**src/rtl/pc_gen_pkg.sv**
```systemverilog
// Shared types and constants for the fetch-PC generator and its BTB.
// Stored BTB fields are sized for XLEN_DEF; instances may use XLEN <= XLEN_DEF.
package pc_gen_pkg;

    localparam int XLEN_DEF   = 32;
    localparam int PC_INC_DEF = 4;

    // 2-bit saturating direction counter
    typedef logic [1:0] ctr_t;
    localparam ctr_t CTR_SNT   = 2'b00;
    localparam ctr_t CTR_WNT   = 2'b01;
    localparam ctr_t CTR_WT    = 2'b10;
    localparam ctr_t CTR_ST    = 2'b11;
    localparam ctr_t CTR_ALLOC = CTR_WT;

    // One BTB line: tag is zero-extended, target drops the two alignment bits
    typedef struct packed {
        logic                  valid;
        ctr_t                  ctr;
        logic [XLEN_DEF-1:0]   tag;
        logic [XLEN_DEF-1:2]   tgt;
    } btb_entry_t;

    // Which source produced the next PC in a given cycle
    typedef enum logic [1:0] {
        SEL_STEP  = 2'd0,
        SEL_REDIR = 2'd1,
        SEL_STALL = 2'd2,
        SEL_PRED  = 2'd3
    } pc_sel_t;

    // Saturating counter move toward the resolved direction
    function automatic ctr_t ctr_update(input ctr_t c, input logic taken);
        ctr_t r;
        if (taken) r = (c == CTR_ST)  ? c : ctr_t'(c + 2'd1);
        else       r = (c == CTR_SNT) ? c : ctr_t'(c - 2'd1);
        return r;
    endfunction

endpackage

```
**src/rtl/pc_gen_if.sv**
```systemverilog
// Bus between the fetch-PC generator and its surroundings (pipeline control, EX, IF/ID).
// PC_GEN_PERF_EN adds the four performance counter outputs.
interface pc_gen_if #(
    parameter int XLEN      = 32,
    parameter int NUM_REDIR = 2
);
    logic                      pc_stall;
    logic [NUM_REDIR-1:0]      redir_valid;
    logic [NUM_REDIR*XLEN-1:0] redir_target;
    logic                      btb_upd_valid;
    logic [XLEN-1:0]           btb_upd_pc;
    logic [XLEN-1:0]           btb_upd_target;
    logic                      btb_upd_taken;
    logic [XLEN-1:0]           pc;
    logic                      pred_taken;
    logic [XLEN-1:0]           pred_target;
    logic                      redir_misalign;
`ifdef PC_GEN_PERF_EN
    logic [31:0]               perf_step;
    logic [31:0]               perf_redir;
    logic [31:0]               perf_stall;
    logic [31:0]               perf_pred;

    modport master (
        output pc_stall, redir_valid, redir_target,
        output btb_upd_valid, btb_upd_pc, btb_upd_target, btb_upd_taken,
        input  pc, pred_taken, pred_target, redir_misalign,
        input  perf_step, perf_redir, perf_stall, perf_pred
    );
    modport slave (
        input  pc_stall, redir_valid, redir_target,
        input  btb_upd_valid, btb_upd_pc, btb_upd_target, btb_upd_taken,
        output pc, pred_taken, pred_target, redir_misalign,
        output perf_step, perf_redir, perf_stall, perf_pred
    );
`else
    modport master (
        output pc_stall, redir_valid, redir_target,
        output btb_upd_valid, btb_upd_pc, btb_upd_target, btb_upd_taken,
        input  pc, pred_taken, pred_target, redir_misalign
    );
    modport slave (
        input  pc_stall, redir_valid, redir_target,
        input  btb_upd_valid, btb_upd_pc, btb_upd_target, btb_upd_taken,
        output pc, pred_taken, pred_target, redir_misalign
    );
`endif
endinterface

```
**src/rtl/pc_btb.sv**
```systemverilog
// Direct-mapped branch target buffer with combinational lookup and EX-side training.
// Kept in flops: reset must clear every valid bit at once and the lookup is same-cycle.
module pc_btb
    import pc_gen_pkg::*;
#(
    parameter int XLEN        = XLEN_DEF,
    parameter int BTB_ENTRIES = 16
) (
    input  logic            clk,
    input  logic            rst,
    input  logic [XLEN-1:2] i_lookup_pc,
    output logic            o_pred_taken,
    output logic [XLEN-1:0] o_pred_target,
    input  logic            i_upd_valid,
    input  logic [XLEN-1:2] i_upd_pc,
    input  logic [XLEN-1:2] i_upd_target,
    input  logic            i_upd_taken
);
    localparam int IDXW = $clog2(BTB_ENTRIES);
    localparam int TGTW = XLEN_DEF - 2;

    btb_entry_t            w_entries [BTB_ENTRIES];
    logic [IDXW-1:0]       w_lk_idx;
    logic [IDXW-1:0]       w_up_idx;
    logic [XLEN_DEF-1:0]   w_lk_tag;
    logic [XLEN_DEF-1:0]   w_up_tag;
    btb_entry_t            w_lk_entry;
    btb_entry_t            w_up_entry;
    btb_entry_t            w_up_new;
    logic                  w_lk_hit;
    logic                  w_up_hit;
    logic                  w_up_write;

    // Lookup reads the current table contents, so a same-cycle update is not yet visible
    assign w_lk_idx      = i_lookup_pc[IDXW+1:2];
    assign w_lk_tag      = XLEN_DEF'(i_lookup_pc[XLEN-1:IDXW+2]);
    assign w_lk_entry    = w_entries[w_lk_idx];
    assign w_lk_hit      = w_lk_entry.valid && (w_lk_entry.tag == w_lk_tag);
    assign o_pred_taken  = w_lk_hit && w_lk_entry.ctr[1];
    assign o_pred_target = o_pred_taken ? {(XLEN-2)'(w_lk_entry.tgt), 2'b00} : '0;

    assign w_up_idx   = i_upd_pc[IDXW+1:2];
    assign w_up_tag   = XLEN_DEF'(i_upd_pc[XLEN-1:IDXW+2]);
    assign w_up_entry = w_entries[w_up_idx];
    assign w_up_hit   = w_up_entry.valid && (w_up_entry.tag == w_up_tag);

    // Training: hits move the counter (and retarget on taken); taken misses evict and allocate
    always_comb begin
        w_up_write = 1'b0;
        w_up_new   = w_up_entry;
        if (i_upd_valid) begin
            if (w_up_hit) begin
                w_up_write   = 1'b1;
                w_up_new.ctr = ctr_update(w_up_entry.ctr, i_upd_taken);
                if (i_upd_taken) begin
                    w_up_new.tgt = TGTW'(i_upd_target);
                end
            end else if (i_upd_taken) begin
                w_up_write     = 1'b1;
                w_up_new.valid = 1'b1;
                w_up_new.ctr   = CTR_ALLOC;
                w_up_new.tag   = w_up_tag;
                w_up_new.tgt   = TGTW'(i_upd_target);
            end
        end
    end

    genvar gi;
    generate
        for (gi = 0; gi < BTB_ENTRIES; gi++) begin : g_entry
            btb_entry_t r_entry;
            // Reset invalidates the line and dominates any concurrent update
            always_ff @(posedge clk) begin
                if (rst) begin
                    r_entry.valid <= 1'b0;
                    r_entry.ctr   <= CTR_WNT;
                end else if (w_up_write && (w_up_idx == IDXW'(gi))) begin
                    r_entry <= w_up_new;
                end
            end
            assign w_entries[gi] = r_entry;
        end
    endgenerate

endmodule

```
**src/rtl/pc_gen.sv**
```systemverilog
// Fetch-PC generator: reset vector > redirect channels > stall > BTB prediction > sequential step.
// PC_GEN_PERF_EN adds free-running counters of the selected source.
module pc_gen
    import pc_gen_pkg::*;
#(
    parameter int              XLEN        = XLEN_DEF,
    parameter logic [XLEN-1:0] RESET_VEC   = '0,
    parameter int              NUM_REDIR   = 2,
    parameter int              BTB_ENTRIES = 16,
    parameter int              PC_INC      = PC_INC_DEF
) (
    input  logic     clk,
    input  logic     rst,
    pc_gen_if.slave  bus
);
    logic [XLEN-1:0] r_pc;
    logic            r_misalign;
    logic [XLEN-1:0] w_pc_next;
    logic [XLEN-1:0] w_redir_tgt;
    logic            w_redir_any;
    logic            w_pred_taken;
    logic [XLEN-1:0] w_pred_target;
    logic [XLEN-1:0] w_tgt_arr [NUM_REDIR];
    pc_sel_t         w_sel;

    genvar gi;
    generate
        for (gi = 0; gi < NUM_REDIR; gi++) begin : g_unpack
            assign w_tgt_arr[gi] = bus.redir_target[gi*XLEN +: XLEN];
        end
    endgenerate

    // Lowest-index asserted channel wins; scanning downward leaves it as the last assignment
    always_comb begin
        w_redir_any = 1'b0;
        w_redir_tgt = '0;
        for (int i = NUM_REDIR - 1; i >= 0; i--) begin
            if (bus.redir_valid[i]) begin
                w_redir_any = 1'b1;
                w_redir_tgt = w_tgt_arr[i];
            end
        end
    end

    // Next-PC source selection; a redirect is taken even while stalled
    always_comb begin
        w_sel     = SEL_STEP;
        w_pc_next = r_pc + XLEN'(PC_INC);
        if (w_redir_any) begin
            w_sel     = SEL_REDIR;
            w_pc_next = {w_redir_tgt[XLEN-1:2], 2'b00};
        end else if (bus.pc_stall) begin
            w_sel     = SEL_STALL;
            w_pc_next = r_pc;
        end else if (w_pred_taken) begin
            w_sel     = SEL_PRED;
            w_pc_next = w_pred_target;
        end
    end

    // PC register and one-cycle misaligned-redirect flag
    always_ff @(posedge clk) begin
        if (rst) begin
            r_pc       <= RESET_VEC;
            r_misalign <= 1'b0;
        end else begin
            r_pc       <= w_pc_next;
            r_misalign <= w_redir_any && (w_redir_tgt[1:0] != 2'b00);
        end
    end

    pc_btb #(
        .XLEN        (XLEN),
        .BTB_ENTRIES (BTB_ENTRIES)
    ) u_btb (
        .clk           (clk),
        .rst           (rst),
        .i_lookup_pc   (r_pc[XLEN-1:2]),
        .o_pred_taken  (w_pred_taken),
        .o_pred_target (w_pred_target),
        .i_upd_valid   (bus.btb_upd_valid),
        .i_upd_pc      (bus.btb_upd_pc[XLEN-1:2]),
        .i_upd_target  (bus.btb_upd_target[XLEN-1:2]),
        .i_upd_taken   (bus.btb_upd_taken)
    );

    assign bus.pc             = r_pc;
    assign bus.pred_taken     = w_pred_taken;
    assign bus.pred_target    = w_pred_target;
    assign bus.redir_misalign = r_misalign;

`ifdef PC_GEN_PERF_EN
    logic [31:0] r_perf_step;
    logic [31:0] r_perf_redir;
    logic [31:0] r_perf_stall;
    logic [31:0] r_perf_pred;

    // Exactly one counter advances per non-reset cycle, chosen by the PC source
    always_ff @(posedge clk) begin
        if (rst) begin
            r_perf_step  <= '0;
            r_perf_redir <= '0;
            r_perf_stall <= '0;
            r_perf_pred  <= '0;
        end else begin
            case (w_sel)
                SEL_STEP:  r_perf_step  <= r_perf_step  + 32'd1;
                SEL_REDIR: r_perf_redir <= r_perf_redir + 32'd1;
                SEL_STALL: r_perf_stall <= r_perf_stall + 32'd1;
                default:   r_perf_pred  <= r_perf_pred  + 32'd1;
            endcase
        end
    end

    assign bus.perf_step  = r_perf_step;
    assign bus.perf_redir = r_perf_redir;
    assign bus.perf_stall = r_perf_stall;
    assign bus.perf_pred  = r_perf_pred;
`else
    // No performance counters in this build
`endif

endmodule

```
**src/flat_wrapper.sv**
```systemverilog
// flat-port wrapper written by rule: the top's interface ports become plain ports
module pc_gen_flat import pc_gen_pkg::*;
#(
    parameter int              XLEN        = XLEN_DEF,
    parameter logic [XLEN-1:0] RESET_VEC   = '0,
    parameter int              NUM_REDIR   = 2,
    parameter int              BTB_ENTRIES = 16,
    parameter int              PC_INC      = PC_INC_DEF
)
  (clk, rst, bus_pc_stall, bus_redir_valid, bus_redir_target, bus_btb_upd_valid, bus_btb_upd_pc, bus_btb_upd_target, bus_btb_upd_taken, bus_pc, bus_pred_taken, bus_pred_target, bus_redir_misalign);
  pc_gen_if #(.XLEN(XLEN), .NUM_REDIR(NUM_REDIR)) bus_i ();
  input  logic clk;
  input  logic rst;
  input wire logic [$bits(bus_i.pc_stall)-1:0] bus_pc_stall;
  input wire logic [$bits(bus_i.redir_valid)-1:0] bus_redir_valid;
  input wire logic [$bits(bus_i.redir_target)-1:0] bus_redir_target;
  input wire logic [$bits(bus_i.btb_upd_valid)-1:0] bus_btb_upd_valid;
  input wire logic [$bits(bus_i.btb_upd_pc)-1:0] bus_btb_upd_pc;
  input wire logic [$bits(bus_i.btb_upd_target)-1:0] bus_btb_upd_target;
  input wire logic [$bits(bus_i.btb_upd_taken)-1:0] bus_btb_upd_taken;
  output wire logic [$bits(bus_i.pc)-1:0] bus_pc;
  output wire logic [$bits(bus_i.pred_taken)-1:0] bus_pred_taken;
  output wire logic [$bits(bus_i.pred_target)-1:0] bus_pred_target;
  output wire logic [$bits(bus_i.redir_misalign)-1:0] bus_redir_misalign;
  assign bus_i.pc_stall = bus_pc_stall;
  assign bus_i.redir_valid = bus_redir_valid;
  assign bus_i.redir_target = bus_redir_target;
  assign bus_i.btb_upd_valid = bus_btb_upd_valid;
  assign bus_i.btb_upd_pc = bus_btb_upd_pc;
  assign bus_i.btb_upd_target = bus_btb_upd_target;
  assign bus_i.btb_upd_taken = bus_btb_upd_taken;
  assign bus_pc = bus_i.pc;
  assign bus_pred_taken = bus_i.pred_taken;
  assign bus_pred_target = bus_i.pred_target;
  assign bus_redir_misalign = bus_i.redir_misalign;
  pc_gen #(.XLEN(XLEN), .RESET_VEC(RESET_VEC), .NUM_REDIR(NUM_REDIR), .BTB_ENTRIES(BTB_ENTRIES), .PC_INC(PC_INC)) u_core (.clk(clk), .rst(rst), .bus(bus_i));
endmodule
```
**config.mk**
```make
export PLATFORM = sky130hd
export DESIGN_NAME = pc_gen_flat
export DESIGN_NICKNAME = d
export VERILOG_FILES = /design/src/rtl/pc_gen_pkg.sv /design/src/rtl/pc_gen_if.sv /design/src/rtl/pc_btb.sv /design/src/rtl/pc_gen.sv /design/src/flat_wrapper.sv
export SDC_FILE = /design/constraint.sdc
export NUM_CORES = 2
export LEC_CHECK = 0
export ABC_AREA = 1
export CORE_ASPECT_RATIO = 0.5
export CORE_MARGIN = 1
export CORE_UTILIZATION = 38
export DETAILED_ROUTE_END_ITERATION = 6
export GPL_TIMING_DRIVEN = 0
export PLACE_DENSITY_LB_ADDON = 0.15
export REMOVE_ABC_BUFFERS = 1
export SLEW_MARGIN = 20
export SYNTH_ARGS = -nofsm -noshare
export SYNTH_HDL_FRONTEND = slang
export SYNTH_HIERARCHICAL = 1
export SYNTH_SLANG_ARGS = --single-unit
```
**constraint.sdc**
```tcl
create_clock -name clk -period 7.45 [get_ports clk]
set_input_delay 1.49 -clock clk [delete_from_list [all_inputs] [get_ports clk]]
set_output_delay 1.49 -clock clk [all_outputs]
set_load 0.01 [all_outputs]
```
==> summary.md <==
| Metric | Value |
|---|---|
| Clock buffers created by TritonCTS | `104` |
| Final weighted congestion of routability-driven global placement | `0.8479` |
| Summed negative setup slack over all endpoints | `0 ns` |
| Height of the die | `265.9 um` |
| Deepest clock path buffer count | `3` |
| Worst Hold Class | `reg2reg` |
| Tcrit/Tclk final | `a little over nine tenths` |
| Max-slew violation count | `0` |
| Post-CTS clock slew at the launch and capture registers of the worst setup and hold paths | `approximately 0.060 ns` |
| Family with the most delay on the worst path | `buffers and inverters` |
| Global-route usage over all layers | `about 29%` |
| Cells taking the most area after synthesis | `edfxtp_1 56%, nand2_1 12%, o21ai_0 4.3%, nor2_1 3.8%, a21oi_1 3.3%` |
| Synthesized cell area | `about 53,000 um^2` |
| Data arrival time of the critical path | `~5.8 ns` |
| Commonest register cell after synthesis | `edfxtp_1` |
| Detailed-router iteration count before antenna repair | `7` |
| Root Buffer Master | `clkbuf_16` |
| Worst supply voltage drop on vdd | `~0.18 mV` |
| Cells after Synth | `around 5,700` |
| Die footprint | `roughly 140,000 um^2` |
| Remaining antenna violation count | `0` |
| Non-Filler Cell Area, Final | `between 60,000 and 70,000 um^2` |
| Drt wl/cell | `26.89 um` |
| Critical Path Max Stage Delay | `approximately 0.66 ns` |
| Max-capacitance violation count | `0` |
| Per-cell via count in the routed design | `5.973` |
| Layout overhead on the synthesized area | `18.31%` |
| Maximum number of pins on one net before global-route repair | `roughly 120` |
| CTS hold repair buffers | `0` |
| Buffers and inverters on the worst path | `4` |
| Critical path cell sequence | `inv_8 > buf_16 > o21ai_0 > o21ai_0 > o21ai_0 > o21ai_1 > xor2_1 > nor2_1 > nand3_1 > or2_2 > nor2_1 > nand2_4 > buf_16 > nor2_1 > clkdlybuf4s50_1` |
| Number of enable flip-flop cells after synthesis | `992` |
| Clock latency of the later-clocked register in the worst-skew pair | `approximately 0.7 ns` |
| Fmax | `approximately 140 MHz` |
| Crit path max-delay cell type | `clkdlybuf4s50_1` |
| Worst slew margin relative to its limit | `a little under a quarter` |
| Worst Max-Slew Pin Slew | `1.161 ns` |
| CTS tree | `built` |
| Placed standard-cell area | `59,210 um^2` |
| Vias in the first global route | `around 44,000` |
| Std-Cell Core Area | `approximately 140,000 um^2` |
| Total congestion overflow | `0` |
| Worst setup path class | `reg2out` |
| Post-DP HPWL | `~120,000 um` |
| Hold Fails Final Rpt | `0` |
| Initial Util | `about two fifths` |
| Fraction of layout cells with a size suffix above 1 | `approximately 7%` |
| Power density normalized to cell area | `roughly 220 nW/um^2` |
| Row cnt | `96` |
| Ys async rst share | `0%` |
| Mean area per synthesized cell | `9.261 um^2` |
| Failing checks | `DRC` |
| CTS H-Tree Depth | `3` |
| Commonest cells after routing, fill and taps aside | `1,717 x nand2_1, 992 x edfxtp_1, 520 x nor2_1` |
| Run status | `finished, violations left` |
| Tightest hold margin | `~0.47 ns` |
| Routed vias | `45,992` |
| Die X-Extent | `about 530 um` |
| Number of antenna violations at the first check in global routing | `4` |
| Dominant cell type by area after synthesis | `edfxtp_1` |
| Largest fanout on the critical path | `between 90 and 100` |
| Number of register bits inferred by synthesis | `roughly 1,100` |
| Ys Warns | `6` |
| Clock net sink count | `about 1,100` |
| Remaining DRCs | `4` |
| RSZ-0062 raised after global routing | `false` |
| Final setup fails | `0` |
| Count of filler cells inserted in the layout | `around 13,000` |
| Count of cell types in the netlist | `between 50 and 60` |
| Fin nets | `5,888` |
| Critical path endpoint category | `primary output` |
| Fraction of the yosys area taken by sequential cells | `59.34%` |
| Number of violations reported at the end of detailed-routing iteration 0 | `approximately 5,500` |
| Worst Skew | `roughly 0.022 ns` |
| Post-CTS Repair Setup Buffers | `0` |
| Required time reported for the critical path endpoint | `5.96 ns` |
| Static leakage | `approximately 23 nW` |
| Top Ports | `approximately 200` |
| Port Buffers | `about 190` |
| Post-route minimum period | `approximately 7.3 ns` |
| Global-route wire length before repair | `slightly below 300,000 um` |
| Startpoint class of the critical path | `flop` |
| Most common cell after layout, fill and taps aside | `nand2_1` |
| Final wirelength | `between 200,000 and 250,000 um` |
| Fraction of synthesized cell area taken by the top area cell type | `56.28%` |
==> routing by layer <==
metal	routed length, um	global-route usage, %
met5	13	0
met4	10950	14.73
met3	19230	4.647
met2	93650	45.80
met1	83180	37.78
==> synthesized netlist by cell type (3+ instances only) <==
| cell type | count |
|---|---|
| nand2_1 | 1720 |
| edfxtp_1 | 992 |
| nor2_1 | 542 |
| o21ai_0 | 459 |
| a21oi_1 | 348 |
| o22ai_1 | 274 |
| nand3_1 | 254 |
| clkbuf_1 | 231 |
| inv_1 | 183 |
| a221oi_1 | 120 |
| buf_2 | 112 |
| dfxtp_1 | 81 |
| o211ai_1 | 58 |
| nor3_1 | 49 |
| buf_1 | 42 |
| o221ai_1 | 27 |
| o31ai_1 | 25 |
| nand4_1 | 18 |
| buf_6 | 14 |
| nor2_2 | 12 |
| xor2_1 | 12 |
| nor4_1 | 11 |
| a22oi_1 | 10 |
| nand2_2 | 10 |
| nand2_4 | 10 |
| buf_4 | 9 |
| xnor2_1 | 9 |
| a31oi_1 | 8 |
| o311ai_0 | 8 |
| o21bai_1 | 7 |
| a32o_1 | 6 |
| inv_2 | 6 |
| a22o_1 | 5 |
| nor2_4 | 5 |
| o21ai_1 | 5 |
| clkinv_1 | 4 |
| or2_2 | 4 |
| a21o_1 | 3 |
| a31o_2 | 3 |
| a32oi_1 | 3 |
| o211a_1 | 3 |
==> path summary, 6_finish.rpt <==
check | startpoint | to | slack, ns | cells after the start
min reg2reg | u_core/u_btb/g_entry[9].r_entry[64] | u_core/u_btb/g_entry[9].r_entry[64] | 0.47 | 2
max | u_core/bus.pc[3] | bus_pred_target[14] | 0.14 | 15
min | u_core/u_btb/g_entry[9].r_entry[64] | u_core/u_btb/g_entry[9].r_entry[64] | 0.47 | 2
max reg2reg | u_core/bus.pc[3] | flop | 1.87 | 19
==> layout make-up <==
type | count | area (um^2) | share of cell area (%)
inverters | 193 | 792.0 | 1.265
diodes | 2 | 5.005 | 0.007992
clock buffers | 129 | 2845 | 4.544
multi-input cells | 4041 | 19250 | 30.74
clock inverters | 61 | 486.7 | 0.7772
flip-flops and latches | 1073 | 31430 | 50.18
well taps | 1862 | 2330 | 3.720
repair buffers | 339 | 5485 | 8.759
==> report_power, final <==
group	leakage, nW	internal (W)	switching [W]
logic	11.4	0.000511	0.00123
registers	9.60	0.00674	0.0000688
clock network	1.64	0.00294	0.00238
==> through the flow <==
stage	cells	worst slack (ns)	util (%)	total power, W
3_3_place_gp	7363	-61.92	40.23	0.008655
3_5_place_dp	7508	-0.1577	43.01	0.008623
4_1_cts	7698	0.1756	45.43	0.01390
5_1_grt	7700	0.02761	45.49	0.01428
6_report	7700	0.1390	45.49	0.01387
2_1_floorplan	5307	-19.61	-	0.007841
==> flip-flops by register name, indices dropped and copies added, names as in the netlist, named ones only <==
signal and cells:
u_core/u_btb/g_entry.r_entry 1040, u_core/bus.pc 30, u_core/bus.redir_misalign 1
==> repair_timing <==
| action | 4_1_cts | 5_1_grt |
|---|---|---|
| endpoints found under the setup margin | 1 | 3 |
| pin swaps | 0 | 0 |
| gates resized for setup | 1 | 4 |
==> cell families after synthesis <==
kind of cell | synth area share (%)
and+or+nand+nor | 19.97
buffers and inverters | 4.827
AOI/OAI and AO/OA | 15.48
xor gates and xnor gates | 0.3475
adders and majority gates | 0.02364
DFF | 59.34
other | 0.007085
==> worst reg2reg max path, stage by stage (launching register included) <==
cell and delay (ns):
dfxtp_4 0.46, inv_8 0.47, buf_16 0.41, o21ai_0 0.33, o21ai_0 0.17, o21ai_0 0.11
o21ai_1 0.56, xor2_1 0.14, nor2_1 0.29, nand3_1 0.11, or2_2 0.31, nor2_1 0.17
nand2_4 0.08, buf_16 0.21, inv_1 0.44, inv_2 0.33, nor2_1 0.59, inv_1 0.13
nand2_1 0.10, a21oi_1 0.06
No activity file was read; power rests on OpenSTA's default activity.
